`src/rtl/efi_pkg.sv`:
```
// rtl/efi_pkg.sv - shared types and defaults for the crank VR front end
// Contents: vr_state_t (IDLE/FIRST/RUN), PERIOD_W, DEFAULT_TIMEOUT
package efi_pkg;

  localparam int PERIOD_W        = 32;
  localparam int DEFAULT_TIMEOUT = 2000000;

  // IDLE: no tooth yet, FIRST: one tooth seen, RUN: tooth period known
  typedef enum logic [1:0] {
    IDLE  = 2'd0,
    FIRST = 2'd1,
    RUN   = 2'd2
  } vr_state_t;

endpackage

```
`src/rtl/glitch_filter.sv`:
```
// rtl/glitch_filter.sv - 2-FF synchronizer plus stability filter for the raw VR input
// Ports:
//   clk, rst : clock, synchronous active-high reset
//   din      : asynchronous raw comparator level
//   level    : filtered level
//   rise     : one-cycle strobe after a filtered 0->1 change
//   fall     : one-cycle strobe after a filtered 1->0 change
module glitch_filter
#(
  parameter int FILT_LEN = 8
) (
  input  logic clk,
  input  logic rst,
  input  logic din,
  output logic level,
  output logic rise,
  output logic fall
);

  logic       sync1;
  logic       sync2;
  logic [7:0] count;
  logic       level_d;
  logic       armed;

  // Synchronizer carries no reset so it always reflects the pin.
  always_ff @(posedge clk) begin
    sync1 <= din;
    sync2 <= sync1;
  end

  always_ff @(posedge clk) begin
    if (rst) begin
      count   <= '0;
      level   <= 1'b0;
      level_d <= 1'b0;
      armed   <= 1'b0;
      rise    <= 1'b0;
      fall    <= 1'b0;
    end else begin
      level_d <= level;
      // A level that was already high when reset released must go low
      // before its rise counts, so rising strobes wait for a low sample.
      rise    <= level & ~level_d & armed;
      fall    <= ~level & level_d;
      if (!sync2 && !level) begin
        armed <= 1'b1;
      end
      if (sync2 == level) begin
        count <= '0;
      end else if (count == 8'(FILT_LEN - 1)) begin
        level <= ~level;
        count <= '0;
      end else begin
        count <= count + 8'd1;
      end
    end
  end

endmodule

```
`src/rtl/vr_conditioner.sv`:
```
// rtl/vr_conditioner.sv - crank VR conditioner: glitch filter, adaptive blanking, period and stall status
// Ports:
//   clk, rst     : EFI clock, synchronous active-high reset
//   vr_raw       : asynchronous raw comparator output
//   en           : enable; low holds the block idle (reject_cnt holds)
//   vr_clean     : cleaned tooth level for the synchronizer
//   tooth_edge   : one-cycle pulse per accepted rising edge
//   period       : cycles between the last two accepted edges
//   period_valid : period holds a real measurement
//   stalled      : no accepted edge within TIMEOUT, or not started
//   reject_cnt   : saturating count of blanked rising edges
module vr_conditioner
#(
  parameter int FILT_LEN    = 8,
  parameter int BLANK_SHIFT = 2,
  parameter int TIMEOUT     = efi_pkg::DEFAULT_TIMEOUT,
  parameter int PERIOD_W    = efi_pkg::PERIOD_W
) (
  input  logic                clk,
  input  logic                rst,
  input  logic                vr_raw,
  input  logic                en,
  output logic                vr_clean,
  output logic                tooth_edge,
  output logic [PERIOD_W-1:0] period,
  output logic                period_valid,
  output logic                stalled,
  output logic [15:0]         reject_cnt
);
  import efi_pkg::*;

  localparam logic [PERIOD_W-1:0] TIMEOUT_CNT = PERIOD_W'(TIMEOUT);

  vr_state_t           state;
  logic [PERIOD_W-1:0] cnt;
  logic [PERIOD_W-1:0] blank;
  logic                filt_level;
  logic                cand_rise;
  logic                cand_fall;
  logic                accept;
  logic                reject;
  logic                timeout;

  glitch_filter #(
    .FILT_LEN(FILT_LEN)
  ) u_filter (
    .clk  (clk),
    .rst  (rst),
    .din  (vr_raw),
    .level(filt_level),
    .rise (cand_rise),
    .fall (cand_fall)
  );

  assign blank = period >> BLANK_SHIFT;

  // A candidate on the timeout cycle takes priority over the stall.
  always_comb begin
    accept  = 1'b0;
    reject  = 1'b0;
    timeout = 1'b0;
    case (state)
      IDLE:  accept = cand_rise;
      FIRST: begin
        accept  = cand_rise;
        timeout = !cand_rise && (cnt == TIMEOUT_CNT);
      end
      RUN: begin
        accept  = cand_rise && (cnt >= blank);
        reject  = cand_rise && (cnt < blank);
        timeout = !cand_rise && (cnt == TIMEOUT_CNT);
      end
      default: ;
    endcase
  end

  always_ff @(posedge clk) begin
    if (rst || !en) begin
      state        <= IDLE;
      cnt          <= '0;
      vr_clean     <= 1'b0;
      tooth_edge   <= 1'b0;
      period       <= '0;
      period_valid <= 1'b0;
      stalled      <= 1'b1;
      if (rst) begin
        reject_cnt <= '0;
      end
    end else begin
      tooth_edge <= accept;
      if (accept) begin
        cnt      <= PERIOD_W'(1);
        vr_clean <= 1'b1;
      end else begin
        if (cnt != '1) begin
          cnt <= cnt + PERIOD_W'(1);
        end
        if (cand_fall) begin
          vr_clean <= 1'b0;
        end
      end
      if (reject && reject_cnt != 16'hFFFF) begin
        reject_cnt <= reject_cnt + 16'd1;
      end
      case (state)
        IDLE: begin
          if (accept) begin
            state   <= FIRST;
            stalled <= 1'b0;
          end
        end
        FIRST: begin
          if (accept) begin
            state        <= RUN;
            period       <= cnt;
            period_valid <= 1'b1;
          end else if (timeout) begin
            state        <= IDLE;
            stalled      <= 1'b1;
            period_valid <= 1'b0;
          end
        end
        RUN: begin
          if (accept) begin
            period <= cnt;
          end else if (timeout) begin
            state        <= IDLE;
            stalled      <= 1'b1;
            period_valid <= 1'b0;
          end
        end
        default: state <= IDLE;
      endcase
    end
  end

endmodule

```
`config.mk`:
```
export PLATFORM = sky130hd
export DESIGN_NAME = vr_conditioner
export DESIGN_NICKNAME = d
export VERILOG_FILES = /design/src/rtl/efi_pkg.sv /design/src/rtl/glitch_filter.sv /design/src/rtl/vr_conditioner.sv
export SDC_FILE = /design/constraint.sdc
export NUM_CORES = 1
export LEC_CHECK = 0
export CAP_MARGIN = 40
export CORE_ASPECT_RATIO = 0.5
export CORE_MARGIN = 3
export CORE_UTILIZATION = 35
export CTS_BUF_LIST = sky130_fd_sc_hd__clkbuf_4 sky130_fd_sc_hd__clkbuf_8 sky130_fd_sc_hd__clkbuf_16
export DETAILED_ROUTE_END_ITERATION = 8
export GPL_TIMING_DRIVEN = 0
export RECOVER_POWER = 100
export SYNTH_ARGS = -nofsm -noshare
export SYNTH_HDL_FRONTEND = slang
export SYNTH_SLANG_ARGS = --single-unit
export TNS_END_PERCENT = 30
```
`constraint.sdc`:
```
create_clock -name clk -period 5.1 [get_ports clk]
set_input_delay 0.51 -clock clk [delete_from_list [all_inputs] [get_ports clk]]
set_output_delay 0.51 -clock clk [all_outputs]
set_load 0.1 [all_outputs]
```
==> results_dict.tcl, run 1 <==
set metrics [dict create \
    outcome "finished, final reports clean" \
    fin_tns_setup_ns 0 \
    ir_drop_v 0.0001659 \
    start_util_pct 37.01 \
    drv_cap 0 \
    period_share_pct 65.72 \
    synth_compound_area_share_pct 7.879 \
    io_buffers 54 \
    final_hold_viol_count 0 \
    ant_nets 0 \
    drv_slew 0 \
    pwr_density_cell_nw_per_um2 234.4 \
    routed_wl_mm 12.90 \
    ys_warn_count 0 \
    r2r_end "cnt[30]$_SDFFE_PP0P_" \
    r2r_start "cnt[28]$_SDFFE_PP0P_" \
    synth_top_flop_cell "dfxtp_1" \
    cts-root-buf "clkbuf_16" \
    synth_edf_count 16 \
    synth-async-reset-ratio_pct 0 \
    clk-insertion-delay-late_ns 0.35 \
    dr.pass1.iters 5 \
    grt_max_degree 19 \
    min_path_type "reg2reg" \
    synth_top_area_share_pct 30.79 \
    avgSynthCellArea_um2 8.928 \
    n_antenna_cell 0 \
    synthToLayoutAreaGrowth_pct 26.65 \
    cts-buffers-inserted 9 \
    avgViaCountPerCell 4.857 \
    vias 4561 \
    rows 31 \
    synth.area.mux_share_pct 5.615 \
    post_cts_buffers 0 \
    ctsHoldBuffers 0 \
    drc_errors 0 \
    grt_pass1_wl_mm 21.83 \
    synth_top_family_by_area "simple AND/OR/NAND/NOR gates" \
    grt_usage_pct 15.45 \
    period_needed_ns 3.352 \
    clock_skew_ns 0.01894 \
    synth_top_area_cell "dfxtp_1" \
    boundaryPins 56 \
    synthAdderAreaFrac_pct 8.830 \
    layout-drive-gt1-share_pct 6.478 \
    dieHeight_um 94.86 \
    critPathLaunch "cnt[28]$_SDFFE_PP0P_" \
    fmax_mhz 298.3 \
    max_stage_delay_ns 0.83 \
    final_core_util_pct 46.87 \
    critPathLaunchType "flop" \
    critPathBufInv 1 \
    yosysUniqueCellTypes 56 \
    htreeDepth 3 \
    grt_pass1_vias 4414 \
    crit_family "compound AO/OA/AOI/OAI gates" \
    die_w_um 183.7 \
    setup_viol_count_final 0 \
    fin_nets 779 \
    end_kind "flop" \
    synth-simple-area-share_pct 24.52 \
    first_iter_violations 209 \
    crit_fanout 10 \
    overflow 0 \
    arrival_ns 3.59 \
    synthCells 619 \
    rsz0062_at_grt "false" \
    post-dp-hpwl_mm 9.731 \
    ys_top_cells_by_area "dfxtp_1, ha_1, edfxtp_1" \
    clock_path_buffers 2 \
    worst_slew_pin_slew_ns 1.210 \
    place_congestion 0.8556 \
    reg2reg_depth 8 \
    dieArea_um2 17430 \
    worst_path_max_delay_cell "a2111oi_0" \
    wl_per_cell_um 13.74 \
    n_fill_cell 1432 \
    relSlewSlack_pct 19.67 \
    critPathKind "reg2reg" \
    clkTransAtPathRegs_ns 0.07 \
    netlist_area_um2 5527 \
    leakage_nw 2.574 \
    seq_area_frac_synth_pct 39.48 \
    cp_cell_sequence "ha_1 -> a21o_1 -> a2111oi_0 -> nand4b_4 -> a21oi_1 -> o311ai_0 -> clkbuf_1 -> a211oi_1" \
    synthXorXnorAreaFrac_pct 7.765 \
    endpoint "cnt[30]$_SDFFE_PP0P_" \
    post_cts_resized 0 \
    cts_tree "built" \
    core-area_um2 14930 \
    cts_sinks 101 \
    synth-seq-cells 101 \
    grt_antenna_before_repair 0 \
    syn-num-nets 662 \
    r2r_slack_ns 1.75 \
    cp_num_cells 8 \
    required_ns 5.34 \
]
[cell usage after synthesis (all sizes together), types with 2 or more instances]
| cell type | n |
|---|---|
| mux2i | 31 |
| nor2 | 75 |
| a41o | 2 |
| and2 | 4 |
| buf | 13 |
| nand4 | 19 |
| xnor2 | 19 |
| nor3 | 8 |
| o211ai | 3 |
| dfxtp | 85 |
| nand2b | 3 |
| nor4 | 9 |
| ha | 39 |
| edfxtp | 16 |
| a211oi | 6 |
| inv | 44 |
| a21oi | 21 |
| nand3 | 27 |
| a31oi | 6 |
| or3 | 2 |
| o21ai | 8 |
| nand2 | 91 |
| nand4b | 3 |
| and4 | 5 |
| a21o | 2 |
| clkbuf | 14 |
| and3 | 13 |
| nor3b | 3 |
| xor2 | 30 |
| nor2b | 5 |
[placed cells by master, fill, tap and decap left out, types with 18 or more instances in the layout]
cell type / Yosys / layout
nand2_1: 89 / 90
dfxtp_1: 85 / 85
nor2_1: 73 / 73
clkbuf_1: 14 / 60
inv_1: 44 / 44
ha_1: 39 / 39
clkdlybuf4s50_1: 0 / 39
mux2i_1: 31 / 31
xor2_1: 30 / 30
nand3_1: 25 / 26
a21oi_1: 20 / 21
xnor2_1: 19 / 19
nand4_1: 18 / 18
[cell type report]
cell class                 count  area, um2  share of cell area, %
multi-input combinational    447       2947                  42.10
clock buffer                  11      264.0                  3.772
tap                          198      247.7                  3.540
buffer                        27      116.4                  1.663
timing repair buffer         106       1032                  14.75
clock inverter                 5      45.04                 0.6435
inverter                      44      165.2                  2.360
sequential                   101       2182                  31.18
[power breakdown]
part	total, mW	switching, mW	internal, mW
clock	0.700	0.317	0.382
combinational	0.113	0.0854	0.0274
sequential	0.828	0.00919	0.819
total	1.64	0.412	1.23
[state kept, by name, summed over array words and instances, names as in the netlist]
name,flops
u_filter.count,8
state,2
u_filter.rise,1
stalled,1
period,32
u_filter.sync2,1
tooth_edge,1
vr_clean,1
u_filter.level,1
u_filter.armed,1
cnt,32
u_filter.fall,1
period_valid,1
u_filter.level_d,1
u_filter.sync1,1
reject_cnt,16
[metrics by stage]
| step | cell area, um2 | setup WS, ns | hold slack, ns | cells | total power [mW] |
|---|---|---|---|---|---|
| 5_1_grt | 6999 | 1.510 | 0.3572 | 939 | 1.704 |
| 6_report | 6999 | 1.748 | 0.3346 | 939 | 1.640 |
| 3_5_place_dp | 7246 | 2.262 | 0.3178 | 923 | 0.9798 |
| 3_3_place_gp | 6315 | 2.219 | 0.3122 | 871 | 0.9579 |
| 2_1_floorplan | 5527 | 1.922 | 0.3096 | 619 | 0.9285 |
| 4_1_cts | 7555 | 2.201 | 0.3356 | 939 | 1.682 |
[worst min path at each step]
stage	slack, ns	depth (start not counted)	end	from
after floorplan	0.31	0	u_filter.sync2$_DFF_P_	u_filter.sync1$_DFF_P_
final	0.33	0	u_filter.sync2$_DFF_P_	u_filter.sync1$_DFF_P_
after CTS	0.34	0	u_filter.sync2$_DFF_P_	u_filter.sync1$_DFF_P_
after detailed placement	0.32	0	u_filter.sync2$_DFF_P_	u_filter.sync1$_DFF_P_
after global placement	0.31	0	u_filter.sync2$_DFF_P_	u_filter.sync1$_DFF_P_
after global routing	0.36	0	u_filter.sync2$_DFF_P_	u_filter.sync1$_DFF_P_
[per-layer routing]
metal	track usage, %	part of all wire, %	wire length (um)	up-vias
met2	23.70	44	5660	73
met4	4.148	0.97	125	0
met1	22.27	51	6580	2115
li1	-	-	-	2364
met5	0	0	0	-
met3	2.924	4.1	535	9
[worst register-to-register path: cells and delay by family (launching register included)]
family                   cells  cell delay, ns
AO/OA/AOI/OAI                5            1.89
adder cells (fa/ha/maj)      1            0.31
buffers and inverters        1            0.38
flip-flops                   1            0.45
AND/OR/NAND/NOR              1            0.23
[kinds of logic after synthesis]
| family | after synthesis |
|---|---|
| AO/OA/AOI/OAI | 56 |
| multiplexers | 31 |
| adder cells (fa/ha/maj) | 39 |
| flip-flops | 101 |
| XOR/XNOR | 49 |
| AND/OR/NAND/NOR | 272 |
| buffers and inverters | 71 |
(Power assumes the default switching activity.)
==> run 2, diff against run 1 <==
Clock period 5.1 ns to 2.8 ns, I/O delays scaled along.
==> results_dict.tcl, run 2 (synthesized netlist as in run 1, its figures left out) <==
set metrics [dict create \
    outcome "finished, final reports clean" \
    ant_nets 0 \
    post_cts_buffers 0 \
    drv_cap 0 \
    rows 31 \
    cts-root-buf "clkbuf_16" \
    relSlewSlack_pct 21.41 \
    dpl_cell_area_um2 7267 \
    period_needed_ns 2.587 \
    pwr_density_cell_nw_per_um2 421.5 \
    reg_top3 "cnt (32), period (32), reject_cnt (16)" \
    grt_pass1_wl_mm 21.74 \
    period_share_pct 92.38 \
    end_kind "flop" \
    leakage_nw 2.657 \
    overflow 0 \
    grt_antenna_before_repair 0 \
    wl_per_cell_um 13.71 \
    critPathLaunchType "flop" \
    place_congestion 0.8224 \
    avgViaCountPerCell 4.884 \
    start_util_pct 37.01 \
    clkTransAtPathRegs_ns 0.08 \
    grt_max_degree 20 \
    setup_ws_ns 0.2133 \
    cts_sinks 101 \
    final_area_um2 7138 \
    fin_tns_setup_ns 0 \
    power_mw 3.009 \
    arrival_ns 2.63 \
    first_iter_violations 207 \
    final_common_cell "nand2_1" \
    crit_fanout 16 \
    grt_pass1_vias 4335 \
    grt_usage_pct 15.43 \
    n_antenna_cell 0 \
    drv_slew 0 \
    post-place-ws_ns 0.1702 \
    drc_errors 0 \
    worst_slew_pin_slew_ns 1.184 \
    final_cell_mix "nand2_1, nor2_1, dfxtp_1" \
    die_w_um 183.7 \
    cts_tree "built" \
    min_path_type "in2reg" \
    vias 4586 \
    final_hold_viol_count 0 \
    layout-drive-gt1-share_pct 10.12 \
    routed_wl_mm 12.87 \
    setup_viol_count_final 0 \
    fmax_mhz 386.6 \
    dp_cells 923 \
    clk-insertion-delay-late_ns 0.35 \
    finalNonFillerCells 939 \
    required_ns 2.85 \
    htreeDepth 3 \
    fin_nets 779 \
    hold-worst-slack_ns 0.2903 \
    dr.pass1.iters 4 \
    boundaryPins 56 \
    io_buffers 54 \
    clock_path_buffers 2 \
    clock_skew_ns 0.008849 \
    final_core_util_pct 47.80 \
    post-dp-hpwl_mm 9.765 \
    core-area_um2 14930 \
    critPathKind "reg2reg" \
    dieHeight_um 94.86 \
    rsz0062_at_grt "false" \
    synthToLayoutAreaGrowth_pct 29.16 \
    cts-buffers-inserted 9 \
    dieArea_um2 17430 \
    ir_drop_v 0.0002776 \
]
-- run 2: cell count changes in the layout (fill, tap and decap cells not counted), sizes merged --
cell	delta
dlymetal6s2s	+1
buf	+7
dlymetal6s4s	+2
inv	+1
clkbuf	-11
-- run 2: cell type report --
| class | instances | area, um2 |
|---|---|---|
| fill | 1427 | 7795 |
| multi-input combinational | 447 | 2998 |
| sequential | 101 | 2202 |
| timing repair buffer | 106 | 1059 |
| clock buffer | 10 | 250.2 |
| tap | 198 | 247.7 |
| inverter | 44 | 165.2 |
| buffer | 27 | 157.7 |
| clock inverter | 6 | 58.81 |
-- run 2: worst max-delay path, cell delays in order (launching register included) --
cell and delay (ns):
dfxtp_1 0.42, ha_1 0.29, a21o_1 0.21, a2111oi_4 0.37
nand4b_2 0.28, a211oi_1 0.39, a21o_4 0.31
-- run 2: what timing repair did --
| action | CTS | global route |
|---|---|---|
| hold buffers | 0 | 0 |
| setup endpoints to repair | 0 | 15 |
| resized for setup | 0 | 1 |
-- run 2: where the power goes --
part | switching, mW | internal (mW)
clock network | 0.609 | 0.678
registers | 0.0170 | 1.49
logic | 0.157 | 0.0579
-- run 2: per-layer routing --
metal / part of all wire [%] / global-route usage [%]
met1: 51 / 21.99
met2: 44 / 24.10
met3: 3.6 / 3.155
met4: 1.1 / 3.583
met5: 0 / 0
-- run 2: worst paths after layout --
check,slack (ns),from,end,depth (start not counted)
worst max register to register,0.21,cnt[28]$_SDFFE_PP0P_,reject_cnt[14]$_SDFFCE_PP0P_,6
worst max-delay path,0.21,cnt[28]$_SDFFE_PP0P_,reject_cnt[14]$_SDFFCE_PP0P_,6
worst min register to register,0.33,u_filter.sync1$_DFF_P_,u_filter.sync2$_DFF_P_,0
worst min-delay path,0.29,rst,u_filter.level_d$_SDFF_PP0_,2
==> run 3, diff against run 2 <==
Clock period 2.8 ns to 2.87 ns, I/O delays scaled along.
==> results_dict.tcl, run 3 (synthesized netlist as in run 1, its figures left out) <==
set metrics [dict create \
    clock_skew_ns 0.01504 \
    r2r_end "cnt[12]$_SDFFE_PP0P_" \
    crit_path_frequent_cell "o211ai_1" \
    outcome "finished, final reports clean" \
    synthToLayoutAreaGrowth_pct 28.16 \
    layout-drive-gt1-share_pct 8.367 \
    grt_antenna_before_repair 0 \
    min_to "u_filter.level_d$_SDFF_PP0_" \
    required_ns 3.11 \
    cts-buffers-inserted 9 \
    cts_sinks 101 \
    reg_top3 "cnt (32), period (32), reject_cnt (16)" \
    drc_errors 0 \
    hold-worst-slack_ns 0.2856 \
    first_iter_violations 249 \
    place_congestion 0.8319 \
    dr.pass1.iters 4 \
    crit_fanout 10 \
    clk-insertion-delay-late_ns 0.35 \
    overflow 0 \
    max_stage_delay_ns 0.42 \
    arrival_ns 2.88 \
    boundaryPins 56 \
    fin_tns_setup_ns 0 \
    wl_per_cell_um 13.80 \
    period_share_pct 92.00 \
    avgViaCountPerCell 4.888 \
    reg2reg_depth 10 \
    pwr_density_cell_nw_per_um2 409.2 \
    power_mw 2.899 \
    critPathBufInv 2 \
    core-area_um2 14930 \
    setup_viol_count_final 0 \
    end_kind "flop" \
    dieArea_um2 17430 \
    die_w_um 183.7 \
    clock_path_buffers 2 \
    r2r_slack_ns 0.23 \
    vias 4590 \
    hold_depth 2 \
    post_cts_buffers 0 \
    min_path_type "in2reg" \
    cts_tree "built" \
    htreeDepth 3 \
    critPathLaunchType "flop" \
    critPathKind "reg2reg" \
    cts-root-buf "clkbuf_16" \
    final_cell_mix "nand2_1, dfxtp_1, nor2_1" \
    r2r_start "cnt[0]$_SDFFE_PP0P_" \
    post_cts_resized 1 \
    grt_pass1_vias 4611 \
    clkTransAtPathRegs_ns 0.08 \
    dieHeight_um 94.86 \
    grt_usage_pct 15.86 \
    io_buffers 54 \
    fin_nets 779 \
    n_antenna_cell 0 \
    cp_cell_sequence "inv_1 -> ha_1 -> nor2b_1 -> o211ai_1 -> a2111o_1 -> o211ai_1 -> a21oi_1 -> o311ai_4 -> clkbuf_2 -> nor2_1" \
    drv_cap 0 \
    relSlewSlack_pct 20.24 \
    ant_nets 0 \
    crit_family "compound AO/OA/AOI/OAI gates" \
    worst_path_max_delay_cell "dfxtp_1" \
    period_needed_ns 2.640 \
    ir_drop_v 0.0002731 \
    start_util_pct 37.01 \
    rows 31 \
    rsz0062_at_grt "false" \
    cp_num_cells 10 \
    final_common_cell "nand2_1" \
    grt_pass1_wl_mm 22.52 \
    post-dp-hpwl_mm 9.935 \
    leakage_nw 2.620 \
    hold_start "rst" \
    worst_slew_pin_slew_ns 1.202 \
    final_hold_viol_count 0 \
    drv_slew 0 \
    ctsHoldBuffers 0 \
    routed_wl_mm 12.96 \
    fmax_mhz 378.7 \
    grt_max_degree 21 \
]
run 3: cell count changes in the layout (fill, tap and decap cells not counted), moves of 2 or more:
cell | previous run | this run
dfxtp_1 | 69 | 79
dfxtp_2 | 16 | 6
clkbuf_1 | 50 | 53
clkbuf_2 | 0 | 2
dlymetal6s4s_1 | 2 | 0
inv_6 | 4 | 2
inv_8 | 0 | 2
run 3: stage by stage:
step	setup slack (ns)	std cells	cell area [um2]	utilization, %
after global routing	0.07479	939	7083	47.43
after CTS	0.1749	939	7564	50.65
after floorplan	0.009689	619	5534	-
after global placement	-0.01211	871	6322	42.34
after detailed placement	0.02006	923	7266	48.66
final	0.2296	939	7083	47.43
run 3: how the worst max path moves through the flow:
stage | from | endpoint | slack, ns
after CTS | cnt[28]$_SDFFE_PP0P_ | reject_cnt[14]$_SDFFCE_PP0P_ | 0.17
after floorplan | period[20]$_SDFFE_PP0P_ | reject_cnt[0]$_SDFFCE_PP0P_ | 0.01
final | cnt[0]$_SDFFE_PP0P_ | cnt[12]$_SDFFE_PP0P_ | 0.23
after detailed placement | cnt[28]$_SDFFE_PP0P_ | reject_cnt[9]$_SDFFCE_PP0P_ | 0.02
after global placement | cnt[28]$_SDFFE_PP0P_ | reject_cnt[8]$_SDFFCE_PP0P_ | -0.01
after global routing | period[10]$_SDFFE_PP0P_ | cnt[9]$_SDFFE_PP0P_ | 0.07
run 3: final cells by class:
type	instances	area [um2]
sequential	101	2190
buffer	27	148.9
multi-input combinational	447	2979
clock buffer	9	225.2
tap	198	247.7
fill	1432	7850
timing repair buffer	106	1056
inverter	44	165.2
clock inverter	7	71.32
run 3: report_power, final:
group / internal (mW) / leakage [nW] / switching, mW
logic: 0.0515 / 1.62 / 0.153
clock network: 0.617 / 0.148 / 0.605
registers: 1.45 / 0.854 / 0.0172
run 3: layer usage:
| metal | part of all wire, % | wire length, um | track usage (%) |
|---|---|---|---|
| met5 | 0 | 0 | 0 |
| met4 | 1.1 | 144 | 4.023 |
| met3 | 2.7 | 351 | 3.155 |
| met2 | 44 | 5742 | 25.40 |
| met1 | 52 | 6720 | 22.06 |
